<file path="src/rtl/traffic_phase_sequencer_if.sv">
// Signal bundle between the phase sequencer and its controller/consumer.
// The master side drives timing and request inputs; the slave is the sequencer.
interface traffic_phase_sequencer_if;
    logic       tick;
    logic       ped_req;
    logic       hold;
    logic       S1;
    logic       S0;
    logic [2:0] ns_light;
    logic [2:0] ew_light;
    logic       phase_done;
    logic       ped_ack;

    modport master (
        output tick, ped_req, hold,
        input  S1, S0, ns_light, ew_light, phase_done, ped_ack
    );

    modport slave (
        input  tick, ped_req, hold,
        output S1, S0, ns_light, ew_light, phase_done, ped_ack
    );
endinterface

</file>
<file path="src/rtl/traffic_phase_sequencer.sv">
// Four-phase intersection sequencer: NS green/yellow, EW green/yellow, tick-timed,
// with a latched pedestrian request that ends green early after a minimum time.
module traffic_phase_sequencer #(
    parameter int unsigned G_TIME    = 10,
    parameter int unsigned Y_TIME    = 3,
    parameter int unsigned MIN_GREEN = 4,
    parameter int unsigned CNT_W     = 8
) (
    input  logic                       clk,
    input  logic                       rst_n,
    traffic_phase_sequencer_if.slave   bus
);
    typedef enum logic [1:0] {
        NS_G = 2'b00,
        NS_Y = 2'b01,
        EW_G = 2'b10,
        EW_Y = 2'b11
    } state_e;

    localparam logic [CNT_W-1:0] G_LAST  = CNT_W'(G_TIME - 1);
    localparam logic [CNT_W-1:0] Y_LAST  = CNT_W'(Y_TIME - 1);
    localparam logic [CNT_W-1:0] MG_LAST = CNT_W'(MIN_GREEN - 1);

    state_e           state_q, state_d;
    logic [CNT_W-1:0] timer_q, timer_d;
    logic             ped_pend_q, ped_pend_d;
    logic             phase_done_q, phase_done_d;
    logic             ped_ack_q, ped_ack_d;

    logic             counted;
    logic             is_green;
    logic             advance;
    logic [2:0]       ns_light;
    logic [2:0]       ew_light;

    always_comb begin
        state_d      = state_q;
        timer_d      = timer_q;
        ped_pend_d   = ped_pend_q;
        phase_done_d = 1'b0;
        ped_ack_d    = 1'b0;
        ns_light     = 3'b100;
        ew_light     = 3'b100;

        counted  = bus.tick & ~bus.hold;
        is_green = (state_q == NS_G) || (state_q == EW_G);
        // Early end uses the registered request, so a same-cycle ped_req cannot cut this tick.
        advance  = counted &&
                   ((timer_q == (is_green ? G_LAST : Y_LAST)) ||
                    (is_green && ped_pend_q && (timer_q >= MG_LAST)));

        if (advance) begin
            timer_d      = '0;
            phase_done_d = 1'b1;
            case (state_q)
                NS_G:    state_d = NS_Y;
                NS_Y:    state_d = EW_G;
                EW_G:    state_d = EW_Y;
                default: state_d = NS_G;
            endcase
        end else if (counted) begin
            timer_d = timer_q + CNT_W'(1);
        end

        // Entering yellow consumes the request; a new request on that same edge wins.
        if (advance && is_green) begin
            ped_ack_d  = ped_pend_q;
            ped_pend_d = 1'b0;
        end
        if (bus.ped_req) begin
            ped_pend_d = 1'b1;
        end

        case (state_q)
            NS_G:    begin ns_light = 3'b001; ew_light = 3'b100; end
            NS_Y:    begin ns_light = 3'b010; ew_light = 3'b100; end
            EW_G:    begin ns_light = 3'b100; ew_light = 3'b001; end
            default: begin ns_light = 3'b100; ew_light = 3'b010; end
        endcase
    end

    always_ff @(posedge clk) begin
        if (!rst_n) begin
            state_q      <= NS_G;
            timer_q      <= '0;
            ped_pend_q   <= 1'b0;
            phase_done_q <= 1'b0;
            ped_ack_q    <= 1'b0;
        end else begin
            state_q      <= state_d;
            timer_q      <= timer_d;
            ped_pend_q   <= ped_pend_d;
            phase_done_q <= phase_done_d;
            ped_ack_q    <= ped_ack_d;
        end
    end

    assign bus.S1         = state_q[1];
    assign bus.S0         = state_q[0];
    assign bus.ns_light   = ns_light;
    assign bus.ew_light   = ew_light;
    assign bus.phase_done = phase_done_q;
    assign bus.ped_ack    = ped_ack_q;
endmodule

</file>
<file path="src/flat_wrapper.sv">
// flat-port wrapper written by rule: the top's interface ports become plain ports
module traffic_phase_sequencer_flat 
#(
    parameter int unsigned G_TIME    = 10,
    parameter int unsigned Y_TIME    = 3,
    parameter int unsigned MIN_GREEN = 4,
    parameter int unsigned CNT_W     = 8
)
  (clk, rst_n, bus_tick, bus_ped_req, bus_hold, bus_S1, bus_S0, bus_ns_light, bus_ew_light, bus_phase_done, bus_ped_ack);
  traffic_phase_sequencer_if bus_i ();
  input  logic clk;
  input  logic rst_n;
  input wire logic [$bits(bus_i.tick)-1:0] bus_tick;
  input wire logic [$bits(bus_i.ped_req)-1:0] bus_ped_req;
  input wire logic [$bits(bus_i.hold)-1:0] bus_hold;
  output wire logic [$bits(bus_i.S1)-1:0] bus_S1;
  output wire logic [$bits(bus_i.S0)-1:0] bus_S0;
  output wire logic [$bits(bus_i.ns_light)-1:0] bus_ns_light;
  output wire logic [$bits(bus_i.ew_light)-1:0] bus_ew_light;
  output wire logic [$bits(bus_i.phase_done)-1:0] bus_phase_done;
  output wire logic [$bits(bus_i.ped_ack)-1:0] bus_ped_ack;
  assign bus_i.tick = bus_tick;
  assign bus_i.ped_req = bus_ped_req;
  assign bus_i.hold = bus_hold;
  assign bus_S1 = bus_i.S1;
  assign bus_S0 = bus_i.S0;
  assign bus_ns_light = bus_i.ns_light;
  assign bus_ew_light = bus_i.ew_light;
  assign bus_phase_done = bus_i.phase_done;
  assign bus_ped_ack = bus_i.ped_ack;
  traffic_phase_sequencer #(.G_TIME(G_TIME), .Y_TIME(Y_TIME), .MIN_GREEN(MIN_GREEN), .CNT_W(CNT_W)) u_core (.clk(clk), .rst_n(rst_n), .bus(bus_i));
endmodule
</file>
<file path="config.mk">
export PLATFORM = sky130hd
export DESIGN_NAME = traffic_phase_sequencer_flat
export DESIGN_NICKNAME = d
export VERILOG_FILES = /design/src/rtl/traffic_phase_sequencer_if.sv /design/src/rtl/traffic_phase_sequencer.sv /design/src/flat_wrapper.sv
export SDC_FILE = /design/constraint.sdc
export NUM_CORES = 1
export LEC_CHECK = 0
export CORE_ASPECT_RATIO = 1.25
export CORE_UTILIZATION = 28
export CTS_CLUSTER_DIAMETER = 40
export DETAILED_ROUTE_END_ITERATION = 7
export GPL_ROUTABILITY_DRIVEN = 0
export SLEW_MARGIN = 20
export SYNTH_ARGS = -nofsm -noshare
export SYNTH_HDL_FRONTEND = slang
export SYNTH_SLANG_ARGS = --single-unit
</file>
<file path="constraint.sdc">
create_clock -name clk -period 2.7 [get_ports clk]
set_input_delay 0.54 -clock clk [delete_from_list [all_inputs] [get_ports clk]]
set_output_delay 0.54 -clock clk [all_outputs]
set_load 0.02 [all_outputs]
</file>
==> results.cfg <==
[floorplan]
io_pins = 15
die_height_um = 58.8
rows = 20
fp.dieW_um = 47.5
die-area_um2 = 2790
initial_core_util = 0.298
core_um2 = 2430

[global_route]
grt_pass1_wl_mm = 2.37
grt.overflow.total = 0
vias_in_the_first_global_route = 578
total_routing_resource_utilization_after_global_routing = 0.122
grt_start_max_net_pins = 9
initial_antenna_violation_count = 0

[clock_tree]
cts.path.max_buffers = 2
clock_sink_count = 13
cts.root.buffer_cell = clkbuf_4
clock_latency_late_sink_ps = 270
cts_htree_levels = 1
cts_buffers = 3
postCtsSetupBuffers = 0
cts_resized = 0
clkSlewWorstSetupHoldPaths_ps = 70
cts_hold_repair.buffers = 0
cts_tree = done

[routing]
mean_routed_wirelength_per_cell_um = 10.9
postRouteWirelength_mm = 1.41
vias = 585
routed_via_density = 4.50
antenna_left = 0
drt_first_iter_violations = 1
drt_drc_violations_left = 0
drt_pre_antenna_iters = 4

[critical_path]
critical_path.slowest_cell = clkdlybuf4s50_1
reg2reg_setup_slack_ps = 940
slowest_delay_ps = 610
timing.critical_path.arrival_ps = 1830
critical_path.max_fanout = 8
critical_path.n_buffers_inverters = 2
req_time_crit_path_ps = 2160
worstSetupEndpointType = primary output
worst-setup-path-type = register to primary output
worst_setup_path_start_kind = register
timing.critical_path.cells = inv_1 > ha_1 > nor2_1 > clkdlybuf4s50_1
critical-path-top-delay-family = buffers and inverters

[sta]
period_share = 0.879
layout_min_cycle_time_ps = 2370
finalSetupViolCount = 0
timing.setup.tns_ps = 0
max-slew-margin-rel = 0.743
finalHoldViolCount = 0
tightest_slew_ps = 382
timing.fmax_mhz = 421
worst_slack_ps = 326
unrepaired_setup_endpoints_after_global_routing = false
clock-skew-final_ps = 1.48
drv_slew = 0
timing.hold.ws_ps = 536

[synth]
asyncSetResetFlopFracSynth = 0
syn_avg_cell_area_um2 = 9.15
synthesis.yosys.warnings = 0
ys_seq_elements = 13
mappedNetlistNets = 91
yosys.cell_types.count = 28
synth_edf_count = 0
netlist_instances = 79
synth_ff_type = dfxtp_1
yosysSeqAreaShare = 0.360
summed_instance_area_of_the_synthesized_netlist_um2 = 723

[power_and_ir_drop]
p_clk_frac = 0.343
combinationalPowerShare = 0.069
cellPowerDensity_nw_per_um2 = 362
report.power.total_w = 0.000337
sw_frac_of_total = 0.218
ir_drop_v = 0.000190
internal_power_w = 0.000264
power.static_leakage_nw = 0.341
switchingPower_w = 0.0000734
power_frac_seq = 0.588

[run]
timing.max_cap.violations = 0

[final_layout]
n_antenna_cell = 0
layout.nets = 110
instances_no_fill = 130
num-fill-cells = 262
layout-drive-gt1-share = 0.0928
areaGrowthSynthToFinish_pct = 28.7

[outcome]
run_status = completed

[place]
dp.cells = 126
port_buffers = 14
placed_wire_length_estimate_mm = 1.12
worst_setup_slack_before_clock_tree_synthesis_ps = 604

[worst_hold_path]
hp-class = register to register
## sequential cells by signal (all words and copies together), names as in the netlist
register and count:
u_core.bus.phase_done 1, u_core.timer_q 8, u_core.ped_pend_q 1, u_core.bus.ped_ack 1
u_core.state_q 2
## power by group through the flow
stage	clock network, W	registers [W]	logic [W]
floorplan	0	0.000202	0.0000126
global placement	0	0.000203	0.0000230
detailed placement	0	0.000203	0.0000230
CTS	0.000123	0.000199	0.0000231
global route	0.000131	0.000199	0.0000255
finish	0.000116	0.000198	0.0000231
## routing by layer
metal / vias up / part of all wire / global-route usage
met5: - / 0 / 0
li1: 309 / - / -
met2: 17 / 0.50 / 0.213
met1: 257 / 0.43 / 0.129
met3: 2 / 0.053 / 0.0184
met4: 0 / 0.0099 / 0.0735
## layout make-up
class	count	area, um^2	area share
multi-input combinational	62	448	0.481
timing repair buffer	14	140	0.151
sequential	13	260	0.280
clock buffer	4	26.3	0.0282
inverter	4	15.0	0.0161
tap	33	41.3	0.0444
## synth_stat cells, types with 2 or more instances
library cell,instances,area (um^2)
dfxtp_1,13,260
ha_1,7,87.6
inv_1,4,15.0
mux2i_1,2,20.0
nand2_1,7,26.3
nand3b_1,2,15.0
nand4_1,2,12.5
nor2_1,13,48.8
nor3_1,2,10.0
o21ai_0,5,25.0
xnor2_1,4,35.0
xor2_1,2,17.5
## kinds of logic (layout without fill, tap and decap cells)
group,after synthesis,after routing,synth area share
fa+ha+maj,7,7,0.121
simple gates,35,35,0.279
xor+xnor,6,6,0.0727
flops,13,13,0.360
mux,2,2,0.0277
buf+inv,4,22,0.0208
compound gates,12,12,0.119
## worst min-delay path: cells and delay by family (launching register included)
family	cells	cell delay, ps
muxes	1	50
DFF	1	360
and+or+nand+nor	1	80
## final timing paths
check / to / startpoint / depth (start not counted)
hold / removal: u_core.state_q[1] / u_core.state_q[1] / 2
setup reg to reg: u_core.timer_q[4] / u_core.state_q[0] / 6
setup / recovery: bus_ns_light[2] / u_core.state_q[0] / 4
hold reg to reg: u_core.state_q[1] / u_core.state_q[1] / 2
## stage by stage
step,instance area [um^2],utilization
3_5_place_dp,905,0.373
4_1_cts,931,0.384
5_1_grt,931,0.384
3_3_place_gp,905,0.373
6_report,931,0.384
2_1_floorplan,723,-
## cells in the final DEF, fill, tap and decap left out, types with 2 or more instances in the layout
master and n:
clkbuf_4 3, clkdlybuf4s50_1 14, dfxtp_1 13, ha_1 7, inv_1 4, mux2i_1 2, nand2_1 7, nand3b_1 2
nand4_1 2, nor2_1 13, nor3_1 2, o21ai_0 5, xnor2_1 4, xor2_1 2
No activity file was read; power rests on OpenSTA's default activity.
==> RTL change: new RTL, config.mk and constraints unchanged <==
Make the reset (`rst_n`) asynchronous in one clocked block.
--- a/src/rtl/traffic_phase_sequencer.sv
+++ b/src/rtl/traffic_phase_sequencer.sv
@@ -80,5 +80,5 @@
     end
 
-    always_ff @(posedge clk) begin
+    always_ff @(posedge clk or negedge rst_n) begin
         if (!rst_n) begin
             state_q      <= NS_G;
Function: differs if rst_n is asserted again (counterexample within 10 cycles, from zero or initial values and one cycle with rst_n low); with rst_n held inactive, the same outputs for 10 cycles.
==> RTL change against the original RTL <==
Core utilization is 0.068 points lower. Sequential cell count stayed put. Routed wire length is 8.7% higher. Synthesized area is 3.8% higher. Design area is 1.9% higher. Maximum frequency is 2.0% lower. Worst setup slack worse by 48 ps.
Power is not compared: it rests on default switching activity, and its combinational part moved more than twofold at a synthesized area within 25%.
==> RTL change: results (changes against the original RTL) <==
| Metric | Value |
|---|---|
| Routed wire length | 1.534 mm (was 1.411 mm) |
| Sequential cell area fraction in the yosys report | 0.4333 (was 0.3599) |
| Layout cell share with drive strength beyond 1 | 0.1236 (was 0.09278) |
| Distinct cells, synth | 23 (was 28) |
| Post-synth top flop | dfrtp_1 (was dfxtp_1) |
| Hold Crit Start | u_core.ped_pend_q$_DFFE_PN0P_ (was u_core.state_q[1]$_SDFFE_PN0P_) |
| Post-Syn Nets | 84 (was 91) |
| Hold Slack | 544.4 ps (was 535.9 ps) |
| Detailed-placement wirelength estimate | 1.143 mm (was 1.124 mm) |
| Crit path DAT | 1880 ps (was 1830 ps) |
| Routed len/inst | 12.57 microns (was 10.85 microns) |
| Nets@finish | 102 (was 110) |
| Clock skew | 4.466 ps (was 1.480 ps) |
| Async SR Flop Fraction | 1.000 (was 0) |
| Synth cell count leaders | dfrtp_1 (13), nor2_1 (13), ha_1 (7) (was dfxtp_1 (13), nor2_1 (13), ha_1 (7), nand2_1 (7), o21ai_0 (5)) |
| Status | completed (unchanged) |
| Reg2Reg Depth | 5 (was 6) |
| Worst r2r src | u_core.timer_q[0]$_DFFE_PN0P_ (was u_core.state_q[0]$_SDFFE_PN0P_) |
| Largest net degree at the start of global routing | 14 (was 9) |
| R2r setup slk | 480 ps (was 940 ps) |
| Top cells by area, synth | dfrtp_1 (43%), ha_1 (12%), xor2_1 (7.0%), nor2_1 (6.5%), nand4_1 (3.3%) (was dfxtp_1 (36%), ha_1 (12%), nor2_1 (6.7%), xnor2_1 (4.8%), nand2_1 (3.6%)) |
| Fill cells | 238 (was 262) |
| Initial detailed-routing violation count | 11 (was 1) |
| Global-route wire length before repair | 2.691 mm (was 2.366 mm) |
| Placed Instances | 118 (was 126) |
==> RTL change: cell count changes after synthesis, moves of 2 or more <==
cell	change
dfxtp_1	-13
xnor2_1	-4
nand4_1	+2
nand3b_1	-2
nor2b_1	+2
nand2_1	-2
dfrtp_1	+13
xor2_1	+4
mux2i_1	-2
nor3_1	-2
==> RTL change: cell families after synthesis <==
logic type                 share of synthesized area
buffers and inverters                        0.03000
AOI/OAI and AO/OA                            0.07999
muxes                                        0.03499
adders and majority gates                     0.1167
xor gates and xnor gates                     0.07000
DFF                                           0.4333
and+or+nand+nor                               0.2350
==> RTL change: power breakdown <==
| part | internal [W] | switching [W] |
|---|---|---|
| Clock | 0.0000548 | 0.0000635 |
| Combinational | 0.000244 | 0.000273 |
| Sequential | 0.000245 | 0.0000780 |
==> RTL change: worst max-delay path, delay by kind of cell (launching register included) <==
| kind | cells | cell delay [ps] |
|---|---|---|
| buffers and inverters | 2 | 750 |
| adder cells (fa/ha/maj) | 1 | 230 |
| flip-flops | 1 | 470 |
| AND/OR/NAND/NOR | 1 | 160 |
==> RTL change: layout make-up <==
type                            instances  area [sq um]  share of cell area
Clock buffer                            3         22.52             0.02375
Clock inverter                          1         5.005            0.005277
Inverter                                3         11.26             0.01187
Multi-Input combinational cell         55         402.9              0.4248
Sequential cell                        13         325.3              0.3430
Tap cell                               33         41.29             0.04354
Timing Repair Buffer                   14         140.1              0.1478
==> RTL change: how the worst max path moves through the flow <==
stage	from	to	slack, ps
4_1_cts	u_core.state_q[0]$_DFFE_PN0N_	bus_ns_light[2]	240
5_1_grt	u_core.state_q[0]$_DFFE_PN0N_	bus_ns_light[2]	140
3_5_place_dp	bus_hold	u_core.state_q[0]$_DFFE_PN0N_	230
6_report	u_core.state_q[0]$_DFFE_PN0N_	bus_ns_light[2]	280
2_1_floorplan	u_core.state_q[1]$_DFFE_PN0N_	bus_ew_light[2]	720
3_3_place_gp	bus_hold	u_core.state_q[0]$_DFFE_PN0N_	260
==> RTL change: through the flow <==
stage          setup slack [ps]  cell area, sq um  utilization  total power (W)
6_report                  277.5             948.4       0.3828        0.0009589
5_1_grt                   144.6             948.4       0.3828         0.001031
3_5_place_dp              233.0             920.9       0.3717        0.0008448
2_1_floorplan             715.5             750.7            -        0.0006352
3_3_place_gp              259.5             920.9       0.3717        0.0008350
4_1_cts                   235.4             948.4       0.3828        0.0009746
==> RTL change: layer usage <==
layer,global-route usage,part of all wire,vias to the layer above
met1,0.1495,0.44,286
met5,0,0,-
met4,0.05042,0,0
met2,0.2072,0.51,13
met3,0.02799,0.047,0
li1,-,-,287
